**src/rtl/polar_pkg.sv**
```systemverilog
// -----------------------------------------------------------------------------
// polar_pkg
// Shared types and helpers for the streaming polar encoder.
//   state_t     : LOAD (collect message beats), ENC (one butterfly stage per
//                 clock), OUT (emit codeword beats)
//   DEF_N/DEF_P : default codeword length and beat width
//   NSTAGES     : butterfly stages for the default codeword length
//   NBEATS      : beats per frame for the default configuration
//   bitrev_n    : reverse the low nbits bits of an index
//   stage_mask  : 1 when index i is the upper-half element of a stage-s pair
//   is_pow2     : elaboration-time parameter check
// -----------------------------------------------------------------------------
package polar_pkg;

  typedef enum logic [1:0] {
    LOAD = 2'd0,
    ENC  = 2'd1,
    OUT  = 2'd2
  } state_t;

  localparam int DEF_N   = 32;
  localparam int DEF_P   = 8;
  localparam int NSTAGES = $clog2(DEF_N);
  localparam int NBEATS  = DEF_N / DEF_P;

  function automatic int unsigned bitrev_n(input int unsigned idx, input int unsigned nbits);
    int unsigned r;
    r = 32'd0;
    for (int unsigned b = 32'd0; b < nbits; b++) begin
      r = (r << 1) | ((idx >> b) & 32'd1);
    end
    return r;
  endfunction

  function automatic logic stage_mask(input int s, input int i);
    return ~i[s];
  endfunction

  function automatic bit is_pow2(input int v);
    return (v > 32'sd0) && ((v & (v - 32'sd1)) == 32'sd0);
  endfunction

endpackage

```
**src/rtl/polar_butterfly_stage.sv**
```systemverilog
// -----------------------------------------------------------------------------
// polar_butterfly_stage
// Combinational application of one polar butterfly stage to an N-bit frame:
// for every i with bit s clear, x[i] ^= x[i + 2^s]; all other bits pass.
//   i_x     : frame before the stage
//   i_stage : stage number s (0 .. log2(N)-1)
//   o_x     : frame after the stage
// -----------------------------------------------------------------------------
module polar_butterfly_stage
  import polar_pkg::*;
#(
  parameter int N  = 32,
  parameter int SW = 3
) (
  input  logic [N-1:0]  i_x,
  input  logic [SW-1:0] i_stage,
  output logic [N-1:0]  o_x
);

  localparam int NST = $clog2(N);

  // Exactly one s matches i_stage, so XOR-accumulating over s applies one stage.
  // For i with bit s clear, i ^ 2^s equals i + 2^s.
  always_comb begin
    o_x = i_x;
    for (int i = 0; i < N; i++) begin
      for (int s = 0; s < NST; s++) begin
        o_x[i] = o_x[i] ^ (((i_stage == SW'(s)) && stage_mask(s, i)) ? i_x[i ^ (1 << s)] : 1'b0);
      end
    end
  end

endmodule

```
**src/rtl/polar_encoder_stream.sv**
```systemverilog
// -----------------------------------------------------------------------------
// polar_encoder_stream
// Buffers an N-bit message arriving as N/P beats, encodes it in place with one
// butterfly stage per clock (x = u * F^(x)n, F = [[1,0],[1,1]]) and emits the
// codeword as N/P beats, optionally in bit-reversed order.
//   i_clk, i_rst_n         : clock, synchronous active-low reset
//   i_in_data/valid/last   : message beats, beat b = u[b*P +: P]
//   o_in_ready             : beat accepted this cycle (LOAD only)
//   o_out_data/valid/last  : codeword beats, o_out_last on beat N/P-1
//   i_out_ready            : downstream accepts the beat
//   o_frame_err            : one-cycle pulse when i_in_last disagrees with
//                            the beat count (the frame still encodes)
// All outputs are registered.
// -----------------------------------------------------------------------------
module polar_encoder_stream
  import polar_pkg::*;
#(
  parameter int N      = DEF_N,
  parameter int P      = DEF_P,
  parameter int BITREV = 0
) (
  input  logic         i_clk,
  input  logic         i_rst_n,
  input  logic [P-1:0] i_in_data,
  input  logic         i_in_valid,
  input  logic         i_in_last,
  output logic         o_in_ready,
  output logic [P-1:0] o_out_data,
  output logic         o_out_valid,
  output logic         o_out_last,
  input  logic         i_out_ready,
  output logic         o_frame_err
);

  localparam int NST = $clog2(N);
  localparam int NB  = N / P;
  localparam int BW  = (NB > 1) ? $clog2(NB) : 1;
  localparam int SW  = (NST > 1) ? $clog2(NST) : 1;
  localparam logic [BW-1:0] LAST_BEAT  = BW'(NB - 1);
  localparam logic [SW-1:0] LAST_STAGE = SW'(NST - 1);

  if (!is_pow2(N) || (N < 2)) begin : g_bad_n
    $error("polar_encoder_stream: N must be a power of two and at least 2");
  end
  if (!is_pow2(P) || (P > N)) begin : g_bad_p
    $error("polar_encoder_stream: P must be a power of two no larger than N");
  end

  state_t        r_state, w_state_nxt;
  logic [N-1:0]  r_frame, w_frame_nxt, w_bfly, w_src, w_perm;
  logic [BW-1:0] r_beat, w_beat_nxt;
  logic [SW-1:0] r_stage, w_stage_nxt;
  logic [P-1:0]  r_out_data, w_out_data_nxt;
  logic          r_out_valid, w_out_valid_nxt;
  logic          r_out_last, w_out_last_nxt;
  logic          r_in_ready, w_in_ready_nxt;
  logic          r_frame_err, w_frame_err_nxt;
  logic          w_in_fire, w_out_fire;

  polar_butterfly_stage #(.N(N), .SW(SW)) u_bfly (
    .i_x     (r_frame),
    .i_stage (r_stage),
    .o_x     (w_bfly)
  );

  // On the last ENC cycle the finished codeword is still on the butterfly
  // output, so beat 0 is taken from there rather than from r_frame.
  assign w_src = (r_state == ENC) ? w_bfly : r_frame;

  for (genvar gi = 0; gi < N; gi++) begin : g_perm
    localparam int SRC = (BITREV != 0) ? int'(bitrev_n(gi, NST)) : gi;
    assign w_perm[gi] = w_src[SRC];
  end

  assign w_in_fire  = r_in_ready & i_in_valid;
  assign w_out_fire = r_out_valid & i_out_ready;

  // Next-state, counter, frame and registered-output computation.
  always_comb begin
    w_state_nxt     = r_state;
    w_frame_nxt     = r_frame;
    w_beat_nxt      = r_beat;
    w_stage_nxt     = r_stage;
    w_frame_err_nxt = 1'b0;
    case (r_state)
      LOAD: begin
        if (w_in_fire) begin
          w_frame_nxt[int'(r_beat)*P +: P] = i_in_data;
          w_frame_err_nxt = i_in_last ^ (r_beat == LAST_BEAT);
          if (r_beat == LAST_BEAT) begin
            w_beat_nxt  = {BW{1'b0}};
            w_state_nxt = ENC;
          end else begin
            w_beat_nxt = r_beat + BW'(1);
          end
        end else begin
          w_beat_nxt = r_beat;
        end
      end
      ENC: begin
        w_frame_nxt = w_bfly;
        if (r_stage == LAST_STAGE) begin
          w_stage_nxt = {SW{1'b0}};
          w_beat_nxt  = {BW{1'b0}};
          w_state_nxt = OUT;
        end else begin
          w_stage_nxt = r_stage + SW'(1);
        end
      end
      OUT: begin
        if (w_out_fire) begin
          if (r_beat == LAST_BEAT) begin
            w_beat_nxt  = {BW{1'b0}};
            w_state_nxt = LOAD;
          end else begin
            w_beat_nxt = r_beat + BW'(1);
          end
        end else begin
          w_beat_nxt = r_beat;
        end
      end
      default: begin
        w_state_nxt = LOAD;
        w_beat_nxt  = {BW{1'b0}};
        w_stage_nxt = {SW{1'b0}};
      end
    endcase
    w_in_ready_nxt  = (w_state_nxt == LOAD);
    w_out_valid_nxt = (w_state_nxt == OUT);
    w_out_last_nxt  = (w_state_nxt == OUT) && (w_beat_nxt == LAST_BEAT);
    w_out_data_nxt  = w_out_valid_nxt ? w_perm[int'(w_beat_nxt)*P +: P] : {P{1'b0}};
  end

  // State, frame and output registers with synchronous reset.
  always_ff @(posedge i_clk) begin
    if (!i_rst_n) begin
      r_state     <= LOAD;
      r_frame     <= {N{1'b0}};
      r_beat      <= {BW{1'b0}};
      r_stage     <= {SW{1'b0}};
      r_out_data  <= {P{1'b0}};
      r_out_valid <= 1'b0;
      r_out_last  <= 1'b0;
      r_in_ready  <= 1'b0;
      r_frame_err <= 1'b0;
    end else begin
      r_state     <= w_state_nxt;
      r_frame     <= w_frame_nxt;
      r_beat      <= w_beat_nxt;
      r_stage     <= w_stage_nxt;
      r_out_data  <= w_out_data_nxt;
      r_out_valid <= w_out_valid_nxt;
      r_out_last  <= w_out_last_nxt;
      r_in_ready  <= w_in_ready_nxt;
      r_frame_err <= w_frame_err_nxt;
    end
  end

  assign o_in_ready  = r_in_ready;
  assign o_out_data  = r_out_data;
  assign o_out_valid = r_out_valid;
  assign o_out_last  = r_out_last;
  assign o_frame_err = r_frame_err;

endmodule

```
**config.mk**
```make
export PLATFORM = sky130hd
export DESIGN_NAME = polar_encoder_stream
export DESIGN_NICKNAME = d
export VERILOG_FILES = /design/src/rtl/polar_pkg.sv /design/src/rtl/polar_butterfly_stage.sv /design/src/rtl/polar_encoder_stream.sv
export SDC_FILE = /design/constraint.sdc
export NUM_CORES = 1
export LEC_CHECK = 0
export ABC_AREA = 1
export BUFFER_PORTS_ARGS = -buffer_cell sky130_fd_sc_hd__buf_2
export CAP_MARGIN = 20
export CORE_MARGIN = 10
export CORE_UTILIZATION = 40
export DETAILED_ROUTE_END_ITERATION = 8
export SYNTH_ARGS = -nofsm -noshare
export SYNTH_HDL_FRONTEND = slang
export SYNTH_SLANG_ARGS = --single-unit
```
**constraint.sdc**
```tcl
create_clock -name i_clk -period 4.2 [get_ports i_clk]
set_input_delay 0.42 -clock i_clk [delete_from_list [all_inputs] [get_ports i_clk]]
set_output_delay 0.42 -clock i_clk [all_outputs]
set_load 0.01 [all_outputs]
```
Yosys cells after proc, flatten, opt, wreduce, memory -nomap -nowiden
Index checks and enable logic that the tools add are counted.
W data, S select, Z words.
Storage, ports and cells
  output and inout port bits: 12
  register bits: 51
  word-level logic and storage cells: 217
Operators by class
  reduce and logical (&&, ||, !) cells: 10
  bitwise gates (word level): 84
  shift-type cells: 3
  multiplexer cells: 97
  equality and inequality tests: 10
  $add $sub $neg: 3
Operators by type and width (count)
  $xor A1 B1 Y1: 81
  $mux W1: 80
  $pmux W32 S2: 1
  $neg A5 Y33: 1
  $shift A8 B33 Y32 const A: 1
  $shiftx A8 B33 Y32: 1
  $bwmux W32: 1
  $mux W32: 1
  $shiftx A32 B6 Y8: 1
  $mux W31: 1
  $mux W2: 9
  $pmux W2 S3: 2
  $eq A2 B2 Y1 const B: 4
  $eq A3 B2 Y1 const B: 2
  $pmux W3 S2: 1
  $reduce_and A3 Y1: 2
  $logic_not A2 Y1: 2
  $reduce_and A2 Y1: 2
  $add A3 B1 Y3 const B: 1
  $eq A3 B1 Y1 const B: 1
  $eq A3 B3 Y1 const B: 1
  $logic_not A3 Y1: 1
  $mux W3: 1
  $add A2 B1 Y2 const B: 1
  7 further kinds: 8

Depth between registers and ports, before layout
Gate-level depths: netlist (run 1).
  depth in word-level cells: 9
  mapped depth: 16

By module
From an unflattened synthesis (run 1), not the netlist that was laid out.
Unflattened totals
  cells, all modules: 740
  area, all modules: 4490.6 um^2
By module, submodules not included
  polar_encoder_stream: instances 1, area an instance 3066.7 um^2, cells an instance 472, sequential area each 1021.0 um^2
  polar_butterfly_stage: instances 1, area an instance 1423.9 um^2, cells an instance 268, sequential area each 0.0 um^2

Least setup slack after synthesis (run 1)
OpenSTA, ideal clock, no wires.
  path type: reg2reg
  from: register r_stage[2]
  to: register r_out_data[3] (netlist: o_out_data[3])
  buffers on the path: 4
  required time: 4078 ps
  slack: 2281 ps
  data arrival time: 1798 ps
  setup time: 122 ps
  cell stages (with the launch flop): 14
  period minus slack after synthesis: 1919 ps
  cell sequence: dfxtp_1 > buf_6 > inv_2 > buf_6 > ha_1 > buf_2 > buf_2 > nand2_1 > xor2_1 > a21oi_1 > o21ai_1 > o21ai_0 > o21ai_1 > a21oi_1
Between the ends
  word-level cells in the longest chain between the ends: 7
  elaborated cells between the ends (all ways): 27
  classes of those cells: eq/ne: 4; shift: 1; mux: 13; bitwise: 8; reduce/logical: 1
RTL lines
  from (decl): RTL line polar_encoder_stream.sv:52  | logic [SW-1:0] r_stage, w_stage_nxt;
  from (signal assigned): RTL line polar_encoder_stream.sv:140  | r_stage <= {SW{1'b0}};
  from (signal assigned): RTL line polar_encoder_stream.sv:150  | r_stage <= w_stage_nxt;
  $eq A3 B2 Y1: RTL line polar_butterfly_stage.sv:28  | o_x[i] = o_x[i] ^ (((i_stage == SW'(s)) && stage_mask(s, i)) ? i_x[i ^ (1 << s)] : 1'b0);
  $mux W1: RTL line polar_butterfly_stage.sv:28
  $xor A1 B1 Y1 (3 in a row): RTL line polar_butterfly_stage.sv:28
  $mux W31: RTL line polar_encoder_stream.sv:68  | assign w_src = (r_state == ENC) ? w_bfly : r_frame;
  $shiftx A32 B6 Y8: RTL line polar_encoder_stream.sv:131  | w_out_data_nxt = w_out_valid_nxt ? w_perm[int'(w_beat_nxt)*P +: P] : {P{1'b0}};
  to (signal assigned): RTL line polar_encoder_stream.sv:141  | r_out_data <= {P{1'b0}};
  to (signal assigned): RTL line polar_encoder_stream.sv:151  | r_out_data <= w_out_data_nxt;
  to (decl): RTL line polar_encoder_stream.sv:53  | logic [P-1:0] r_out_data, w_out_data_nxt;
Several ways; a longest one is shown, not always the timed one.
A chain may end at the register's enable or synchronous reset.

Worst setup path in the final report (run 1)
  from: register r_state[0]
  to: register r_frame[12]
Between the ends
  word-level cells in the longest chain between the ends: 3
  elaborated cells between the ends (all ways): 6
  classes of those cells: eq/ne: 2; mux: 1; reduce/logical: 3
RTL lines
  from (decl): RTL line polar_encoder_stream.sv:49  | state_t r_state, w_state_nxt;
  from (signal assigned): RTL line polar_encoder_stream.sv:147  | r_state <= w_state_nxt;
  $eq A2 B1 Y1 / $logic_not A2 Y1 (equally long branches): RTL line polar_encoder_stream.sv:85  | case (r_state)
  $reduce_bool A2 Y1 (no line) / $ne A2 B2 Y1 (equally long branches)
  $reduce_and A2 Y1 (no line)
  to (signal assigned): RTL line polar_encoder_stream.sv:138  | r_frame <= {N{1'b0}};
  to (signal assigned): RTL line polar_encoder_stream.sv:148  | r_frame <= w_frame_nxt;
  to (decl): RTL line polar_encoder_stream.sv:50  | logic [N-1:0] r_frame, w_frame_nxt, w_bfly, w_src, w_perm;
Several ways; a longest one is shown, not always the timed one. The select of a mux whose other input is x is not followed.

==> impl_metrics.ini, run 1 <==
[clocking]
cts_resized = 0
post-cts-setup-buffers = 0
cts_tree = built
path_clk_slew_ns = 0.10
numCtsBuffers = 5
htreeDepth = 2
clockRootBuffer = clkbuf_8
clk_latency_ns = 0.31
clk_path_buf_depth = 2
cts_sinks = 51
cts_hold_buffers = 0

[timing]
slew_headroom = 0.2516
period_minus_slack_ns = 2.757
finalHoldViolCount = 0
finalMaxSlewViolations = 0
setup_viol = 0
final.setup.tns_ns = 0
fin_crit_sh = 0.6565
fin_worst_skew_ns = 0.009680
worst_pin_slew_ns = 1.113
holdWs_ns = 0.3643
rsz0062_at_grt = no
fmax_mhz = 362.7

[logic_synthesis]
seq_area_frac_synth = 0.2426
syn_area_mm2 = 0.004209
synth-xor-area-share = 0.04162
synth-adder-area-share = 0.02675
yosys.area_share.simple = 0.3805
muxShareOfSynthArea = 0
synthDistinctLibCells = 38
syn_area_per_cell_um2 = 6.163
syn-num-nets = 705
synth_warnings = 0
synth_compound_area_frac = 0.1822
synth_top_family_by_area = simple AND/OR/NAND/NOR gates
ys_seq_elements = 51
synthCells = 683

[run_status]
outcome = complete, no violations

[power]
total_leakage_power_nw = 1.807
total_power_mw = 1.057
power.density_mw_per_mm2 = 239.1
vdd_ir_drop_max_v = 0.0001454

[placed_design]
dp_hpwl_um = 10460
gp_congestion = 0.9418
io_buffers = 24
place_area_mm2 = 0.004304

[global_route]
antenna_found_initial = 0
grt_max_degree = 36
grt_pass1_wl_um = 23030
overflow = 0
track_usage = 0.1918
first_global_vias = 4262

[detailed_routing]
wl_met1_um = 6362
route.detailed.drc = 0
antenna_left = 0
detail_route.wl_per_cell_um = 17.47
route.met2.wl_um = 6633
drtPass1Iterations = 5
dr_wl_met3_um = 1083
wirelength_um = 14360
viasPerCell = 5.634
top_layer_used = met4
drt_iter0_drc = 461
vias = 4631

[floorplanning]
placement_rows = 37
die_area_mm2 = 0.01503
die_height_um = 122.6
design.core.area_mm2 = 0.01028
start_util = 0.4095
ios = 25
die_w_um = 122.6

[finish]
fill_cells = 1120
nNetsFinal = 707
layout-drive-gt1-share = 0.1006
final_area_mm2 = 0.004422
area_growth_pct = 5.053
diodes = 0

[worst_setup_path]
worst-path-max-fanout = 32
crit_path_start_kind = flop
worst_setup_path_end_kind = flop
cp_data_required_time_ns = 4.41
worst-r2r-setup-slack_ns = 1.44
crit_arrival_ns = 2.97
worstSetupPathType = reg -> reg

[flow_run]
max-cap-violations = 0

[min_path]
min_path_type = in -> reg
-- flip-flops by register name, summed over array words and instances, names as in the netlist --
signal       flops
o_out_last       1
o_out_data       8
r_state          2
r_stage          3
o_out_valid      1
r_frame         32
o_in_ready       1
o_frame_err      1
r_beat           2
-- cells by family after synthesis --
kind of cell             count (synthesis)
AO/OA/AOI/OAI                          129
adder cells (fa/ha/maj)                  9
XOR/XNOR                                20
buffers and inverters                  117
AND/OR/NAND/NOR                        357
flip-flops                              51
-- worst paths after layout --
| check | start | endpoint | cells past startpoint |
|---|---|---|---|
| worst max-delay path | r_state[0] | r_frame[12] | 6 |
| worst min-delay path | i_in_last | o_frame_err | 3 |
| worst max register to register | r_state[0] | r_frame[12] | 6 |
| worst min register to register | r_stage[1] | r_stage[1] | 2 |
-- routing by layer --
layer | global-route usage | vias up
met5 | 0 | -
met4 | 0.05744 | 0
met3 | 0.03260 | 28
met2 | 0.3106 | 194
met1 | 0.2552 | 2157
li1 | - | 2252
-- cells in the mapped netlist --
cell | number | share of area
nand2_1 | 182 | 0.16
nand2_2 | 3 | 0.0045
nor3_2 | 1 | 0.0024
o21ai_2 | 2 | 0.0042
a21oi_1 | 22 | 0.026
ha_1 | 9 | 0.027
clkinv_1 | 1 | 0.00089
inv_2 | 8 | 0.0071
inv_4 | 1 | 0.0015
dfxtp_1 | 51 | 0.24
o22ai_1 | 5 | 0.0074
o211ai_1 | 9 | 0.016
a21oi_2 | 2 | 0.0042
nor2_4 | 4 | 0.011
nor2_1 | 49 | 0.044
nand3_4 | 1 | 0.0042
xor2_1 | 15 | 0.031
nand3_2 | 2 | 0.0048
o21ai_1 | 16 | 0.019
o21bai_1 | 3 | 0.0054
nor3_1 | 3 | 0.0036
a22oi_4 | 1 | 0.0051
a211oi_1 | 1 | 0.0018
nand3b_1 | 5 | 0.0089
o21ai_0 | 39 | 0.046
buf_2 | 12 | 0.014
xnor2_1 | 5 | 0.010
nand2_4 | 3 | 0.0080
nand3_1 | 96 | 0.11
nor4_2 | 1 | 0.0030
buf_6 | 7 | 0.019
nand4_1 | 3 | 0.0045
nor2_2 | 4 | 0.0059
clkbuf_1 | 5 | 0.0045
inv_1 | 77 | 0.069
a31oi_1 | 26 | 0.039
buf_4 | 6 | 0.011
o221a_2 | 3 | 0.0080
-- cell usage in the layout (no fill, tap or decap), types with 4 or more instances in the layout --
cell        n
a21oi_1    22
a31oi_1    26
buf_2      24
clkbuf_8    6
dfxtp_1    51
ha_1        9
inv_1      77
inv_2       8
nand2_1   182
nand3_1    96
nand3b_1    5
nor2_1     49
nor2_2      4
nor2_4      4
o211ai_1    9
o21ai_0    39
o21ai_1    16
o22ai_1     5
xnor2_1     5
xor2_1     15
-- through the flow --
stage | setup slack (ns) | utilization | cells
global placement | 1.637 | 0.4188 | 814
global route | 1.241 | 0.4302 | 822
CTS | 1.506 | 0.4302 | 822
finish | 1.443 | 0.4302 | 822
detailed placement | 1.507 | 0.4188 | 814
floorplan | 2.281 | - | 683
-- cell type report --
cell class              instances  area [µm²]  share of cell area
multi-input cells             515        2656              0.6007
flip-flops and latches         51        1021              0.2309
inverters                      87       329.1             0.07442
well taps                     136       170.2             0.03848
repair buffers                 25       127.6             0.02886
clock buffers                   6       82.58             0.01868
clock inverters                 2       35.03            0.007923
-- report_power, final --
group | switching (mW) | internal [mW]
registers | 0.0193 | 0.495
logic | 0.116 | 0.0567
clock network | 0.178 | 0.193
-- critical path, cell delays in order (launching register included) --
cell and delay (ns):
dfxtp_1 0.61, inv_4 0.13, nor2_4 0.64, inv_2 0.39
nand2_1 0.51, nand2_1 0.11, o221a_2 0.25
Note: power is estimated with default switching activity, not from simulation.
==> run 2: changes to the inputs <==
--- a/config.mk
+++ b/config.mk
@@ -5,7 +5,7 @@
 export SDC_FILE = /design/constraint.sdc
 export NUM_CORES = 1
 export LEC_CHECK = 0
-export ABC_AREA = 1
+export ABC_AREA = 0
 export BUFFER_PORTS_ARGS = -buffer_cell sky130_fd_sc_hd__buf_2
 export CAP_MARGIN = 20
 export CORE_MARGIN = 10
==> constraint.sdc (replaced) <==
create_clock -name i_clk -period 2.3 [get_ports i_clk]
set_input_delay 0.23 -clock i_clk [delete_from_list [all_inputs] [get_ports i_clk]]
set_output_delay 0.23 -clock i_clk [all_outputs]
set_load 0.01 [all_outputs]
==> run 2 against run 1 <==
  * Non-clock buffer count up 66
  * Fmax up 24%
  * Flip-flop and latch count unchanged
  * Utilization up 6.3 points
  * Design area up 10%
  * Global-route usage up 0.89 points
  * Largest power group unchanged
==> impl_metrics.ini, run 2 <==
[run_status]
outcome = complete, no violations

[logic_synthesis]
ys.flop_type = dfxtp_1
syn_area_per_cell_um2 = 7.288
synthArstFlopShare = 0
synth_common_cells = nand2_1 (91), dfxtp_1 (51), a21oi_1 (47), nor2_1 (39), xnor2_1 (39)
synthDistinctLibCells = 61
synth_edf_count = 0
synth.most_common_cell = nand2_1
ys_seq_elements = 51
synthTopCellsByArea = dfxtp_1 (25%), nand2_1 (8.3%), xnor2_1 (8.3%)
synthCells = 565
syn_area_mm2 = 0.004118
seq_area_frac_synth = 0.2479
yosysTopAreaCellShare = 0.2479
synth_warnings = 0
yosys.area.top_type = dfxtp_1
syn-num-nets = 587

[finish]
layout_commonest_cell = nand2_1
diodes = 0
largest_register = r_frame
nNetsFinal = 642
area_growth_pct = 18.66
mostFrequentLayoutCells = nand2_1 (91), buf_4 (65), dfxtp_1 (50), a21oi_1 (45)
layout-drive-gt1-share = 0.2013
final_area_mm2 = 0.004886
largest_reg_flops = 32

[power]
p_sw_uw = 525.6
total_power_mw = 1.756
p_clk_frac = 0.313
vdd_ir_drop_max_v = 0.0002029
swShare = 0.2993
seqPwrFrac = 0.524
internal_power_mw = 1.230
total_leakage_power_nw = 1.785
power.density_mw_per_mm2 = 359.4
comb_power_share = 0.163

[clocking]
clk_path_buf_depth = 2
clockRootBuffer = clkbuf_8
cts_tree = built
post-cts-setup-buffers = 0
cts_sinks = 51
path_clk_slew_ns = 0.10
cts_hold_buffers = 0
clk_latency_ns = 0.32
htreeDepth = 2
numCtsBuffers = 5

[detailed_routing]
drt_iter0_drc = 439
antenna_left = 0
drtPass1Iterations = 5
wirelength_um = 15080
detail_route.wl_per_cell_um = 19.99
vias = 4538
route.detailed.drc = 0
viasPerCell = 6.019

[timing]
worst_pin_slew_ns = 0.5613
finalHoldViolCount = 0
slew_headroom = 0.6249
finalMaxSlewViolations = 0
fin_worst_skew_ns = 0.01209
period_minus_slack_ns = 2.218
setup_viol = 0
fmax_mhz = 450.8
fin_crit_sh = 0.9645
rsz0062_at_grt = no

[min_path]
min_path_type = in -> reg

[floorplanning]
die_area_mm2 = 0.01475
start_util = 0.4155
placement_rows = 36
die_w_um = 121.5
design.core.area_mm2 = 0.009910
ios = 25
die_height_um = 121.5

[global_route]
overflow = 0
grt_max_degree = 29
first_global_vias = 4358
grt_pass1_wl_um = 23600
track_usage = 0.2007
antenna_found_initial = 0

[worst_setup_path]
worst-path-max-fanout = 14
worst-r2r-setup-slack_ns = 0.08
worstSetupPathType = reg -> reg
crit_path_start_kind = flop
cp_data_required_time_ns = 2.53
worst_setup_path_end_kind = flop
crit_arrival_ns = 2.45

[placed_design]
gp_congestion = 0.9144
io_buffers = 24
place_area_mm2 = 0.004747
dp_hpwl_um = 11240

[flow_run]
max-cap-violations = 0
[run 2: what timing repair did]
action | 4_1_cts | 5_1_grt
pin swaps | 0 | 2
gates resized for setup | 2 | 12
endpoints found under the setup margin | 3 | 10
[run 2: worst max-delay path, cell delays in order, from the launching register on]
cell and delay (ns):
dfxtp_1 0.34, buf_4 0.12, ha_1 0.20, buf_12 0.15
nand2_1 0.07, xnor2_1 0.16, or3b_2 0.49, a211oi_2 0.26
o31ai_1 0.12, o211ai_1 0.21
[run 2: logic make-up after synthesis]
family | Yosys count | share of synthesized area
XOR/XNOR | 50 | 0.1097
AND/OR/NAND/NOR | 214 | 0.2510
multiplexers | 8 | 0.02157
AO/OA/AOI/OAI | 172 | 0.2808
flip-flops | 51 | 0.2479
buffers and inverters | 61 | 0.06168
adder cells (fa/ha/maj) | 9 | 0.02735
[run 2: per-layer routing]
layer  global-route usage  part of all wire
met3              0.04188             0.088
met1               0.2577              0.43
met4              0.08271             0.035
met5                    0                 0
met2               0.3183              0.45
[run 2: metrics by stage]
step                instances  utilization  setup TNS, ns  hold WS (ns)  setup slack [ns]
floorplan                 565            -              0        0.3846          0.005467
global placement          746       0.4790              0        0.5067           0.05340
detailed placement        746       0.4790       -0.03338        0.5241          -0.03338
CTS                       754       0.4878              0        0.2265         0.0008449
global route              754       0.4931              0        0.2373         0.0007179
finish                    754       0.4931              0        0.2310           0.08160
[run 2: area by class of cell]
type,instances,area (µm²)
clock inverter,1,5.005
sequential,51,1022
tap,133,166.4
fill,1019,5024
timing repair buffer,91,648.1
multi-input combinational,453,2900
inverter,18,67.56
clock buffer,7,76.32
[run 2: final timing paths]
check             endpoint          from  cells past startpoint
max          o_out_data[1]    r_stage[1]                      9
min            r_frame[21]  i_in_data[5]                      3
max reg2reg  o_out_data[1]    r_stage[1]                      9
min reg2reg     r_frame[0]    r_frame[0]                      2
[run 2: power groups by stage]
stage               clock, mW  sequential [mW]  combinational, mW
floorplan                   0            0.934              0.171
global placement            0            0.940              0.273
detailed placement          0            0.941              0.276
CTS                     0.556            0.920              0.277
global route            0.590            0.923              0.305
finish                  0.549            0.921              0.286
==> run 3: changes to the inputs <==
--- a/config.mk
+++ b/config.mk
@@ -8,9 +8,12 @@
 export ABC_AREA = 0
 export BUFFER_PORTS_ARGS = -buffer_cell sky130_fd_sc_hd__buf_2
 export CAP_MARGIN = 20
+export CELL_PAD_IN_SITES_DETAIL_PLACEMENT = 1
+export CELL_PAD_IN_SITES_GLOBAL_PLACEMENT = 1
 export CORE_MARGIN = 10
 export CORE_UTILIZATION = 40
 export DETAILED_ROUTE_END_ITERATION = 8
+export PLACE_DENSITY_LB_ADDON = 0.1
 export SYNTH_ARGS = -nofsm -noshare
 export SYNTH_HDL_FRONTEND = slang
 export SYNTH_SLANG_ARGS = --single-unit
==> constraint.sdc (replaced) <==
create_clock -name i_clk -period 2.1 [get_ports i_clk]
set_input_delay 0.21 -clock i_clk [delete_from_list [all_inputs] [get_ports i_clk]]
set_output_delay 0.21 -clock i_clk [all_outputs]
set_load 0.01 [all_outputs]
==> run 3 against run 2 <==
  * Global-route usage rose by 4.3 points
  * Combinational power up 31%
  * Via count rose by 5.6%
  * Non-clock buffer count grew 38
  * Worst hold slack lost 0.048 ns
  * Sequential power grew 9.7%
  * Flip-flop and latch count stayed put
==> impl_metrics.ini, run 3 (synthesis results as in run 2) <==
[run_status]
outcome = complete, no violations

[clocking]
numCtsBuffers = 5
htreeDepth = 2
clockRootBuffer = clkbuf_8
cts_tree = built
clk_latency_ns = 0.35
cts_sinks = 51
clk_path_buf_depth = 2
path_clk_slew_ns = 0.10

[detailed_routing]
drtPass1Iterations = 5
viasPerCell = 6.063
drt_iter0_drc = 431
antenna_left = 0
wirelength_um = 18220
vias = 4790
detail_route.wl_per_cell_um = 23.06
route.detailed.drc = 0

[min_path]
min_path_type = in -> reg

[placed_design]
gp_congestion = 0.9153
dp_slack_ns = -0.1883
dp_hpwl_um = 13330
io_buffers = 24

[finish]
mostFrequentLayoutCells = buf_4 (91), nand2_1 (86), a21oi_1 (44), dfxtp_1 (43), nor2_1 (36)
largest_register = r_frame
diodes = 0
layout_commonest_cell = buf_4
nNetsFinal = 680
multi_input_area_mm2 = 0.003288
fill_cells = 1216
register_area_mm2 = 0.001036
largest_reg_flops = 32
area_growth_pct = 36.80
layout-drive-gt1-share = 0.3455

[global_route]
grt_max_degree = 24
overflow = 0
grt_pass1_wl_um = 27890
first_global_vias = 4763
antenna_found_initial = 0
track_usage = 0.2432

[timing]
layout_setup_ws_ns = 0.04062
slew_headroom = 0.6544
finalMaxSlewViolations = 0
setup_viol = 0
worst_pin_slew_ns = 0.5103
fmax_mhz = 485.6
holdWs_ns = 0.1829
finalHoldViolCount = 0
fin_worst_skew_ns = 0.008041
period_minus_slack_ns = 2.059
fin_crit_sh = 0.9807
rsz0062_at_grt = yes

[worst_setup_path]
critPathTopFamily = compound AO/OA/AOI/OAI gates
worstSetupPathType = reg -> reg
worst_setup_path_end_kind = flop
crit_arrival_ns = 2.31
crit_path_start_kind = flop
worst-path-max-fanout = 5
crit_chain = inv_2 -> buf_6 -> ha_4 -> buf_6 -> nand3b_1 -> xor2_2 -> nor3b_2 -> a211oi_1 -> a311oi_2 -> a31o_2
crit_slowest_cell = dfxtp_2
critPathBufInv = 3
critPathMaxStageDelay_ns = 0.34
cp_data_required_time_ns = 2.35
crit_top_cell = buf_6

[floorplanning]
design.core.area_mm2 = 0.009910
ios = 25
placement_rows = 36
die_height_um = 121.5
die_w_um = 121.5
die_area_mm2 = 0.01475
start_util = 0.4155

[power]
total_power_mw = 1.986
total_leakage_power_nw = 2.144
power.density_mw_per_mm2 = 352.6
vdd_ir_drop_max_v = 0.0003450

[flow_run]
max-cap-violations = 0
-- run 3: routing by layer --
layer | share of wire | up-vias | GRT usage
met4 | 0.029 | 0 | 0.09911
met3 | 0.062 | 29 | 0.04048
li1 | - | 2194 | -
met1 | 0.45 | 2406 | 0.3252
met5 | 0 | - | 0
met2 | 0.46 | 161 | 0.3782
-- run 3: path summary, 6_finish.rpt --
kind                                 endpoint  slack, ns  cells after the start          from
worst max-delay path            o_out_data[2]       0.04                     10    r_stage[0]
worst min-delay path              r_frame[19]       0.18                      3  i_in_data[3]
worst max register to register  o_out_data[2]       0.04                     10    r_stage[0]
worst min register to register     r_frame[0]       0.55                      2    r_frame[0]
-- run 3: repair_timing --
item / 4_1_cts / 5_1_grt
cloned: 0 / 2
pin swaps: 14 / 27
resized for setup: 47 / 64
endpoints found under the setup margin: 18 / 24
buffers inserted: 2 / 6
hold buffers: 0 / 0
-- run 3: worst min-delay path, delay by kind of cell --
kind,cells,cell delay [ns]
buffers and inverters,1,0.13
AOI/OAI and AO/OA,1,0.08
and+or+nand+nor,1,0.07
-- run 3: area by class of cell --
type                            instances  area share
Clock buffer                            6     0.01288
Tap cell                              133     0.02954
Inverter                               18     0.01199
Multi-Input combinational cell        453      0.5837
Sequential cell                        51      0.1839
Timing Repair Buffer                  129      0.1779
-- run 3: through the flow --
| stage | area, µm² | TNS (ns) | cells | utilization |
|---|---|---|---|---|
| after floorplan | 4159 | 0 | 565 | - |
| after global placement | 4986 | -0.5973 | 775 | 0.5032 |
| after detailed placement | 4986 | -1.015 | 775 | 0.5032 |
| after CTS | 5286 | 0 | 783 | 0.5335 |
| after global routing | 5633 | -0.09363 | 790 | 0.5684 |
| final | 5633 | 0 | 790 | 0.5684 |
-- run 3: power breakdown --
group	total (mW)	internal (mW)	switching, mW
Sequential	1.01	0.982	0.0243
Clock	0.606	0.224	0.381
Combinational	0.374	0.157	0.217
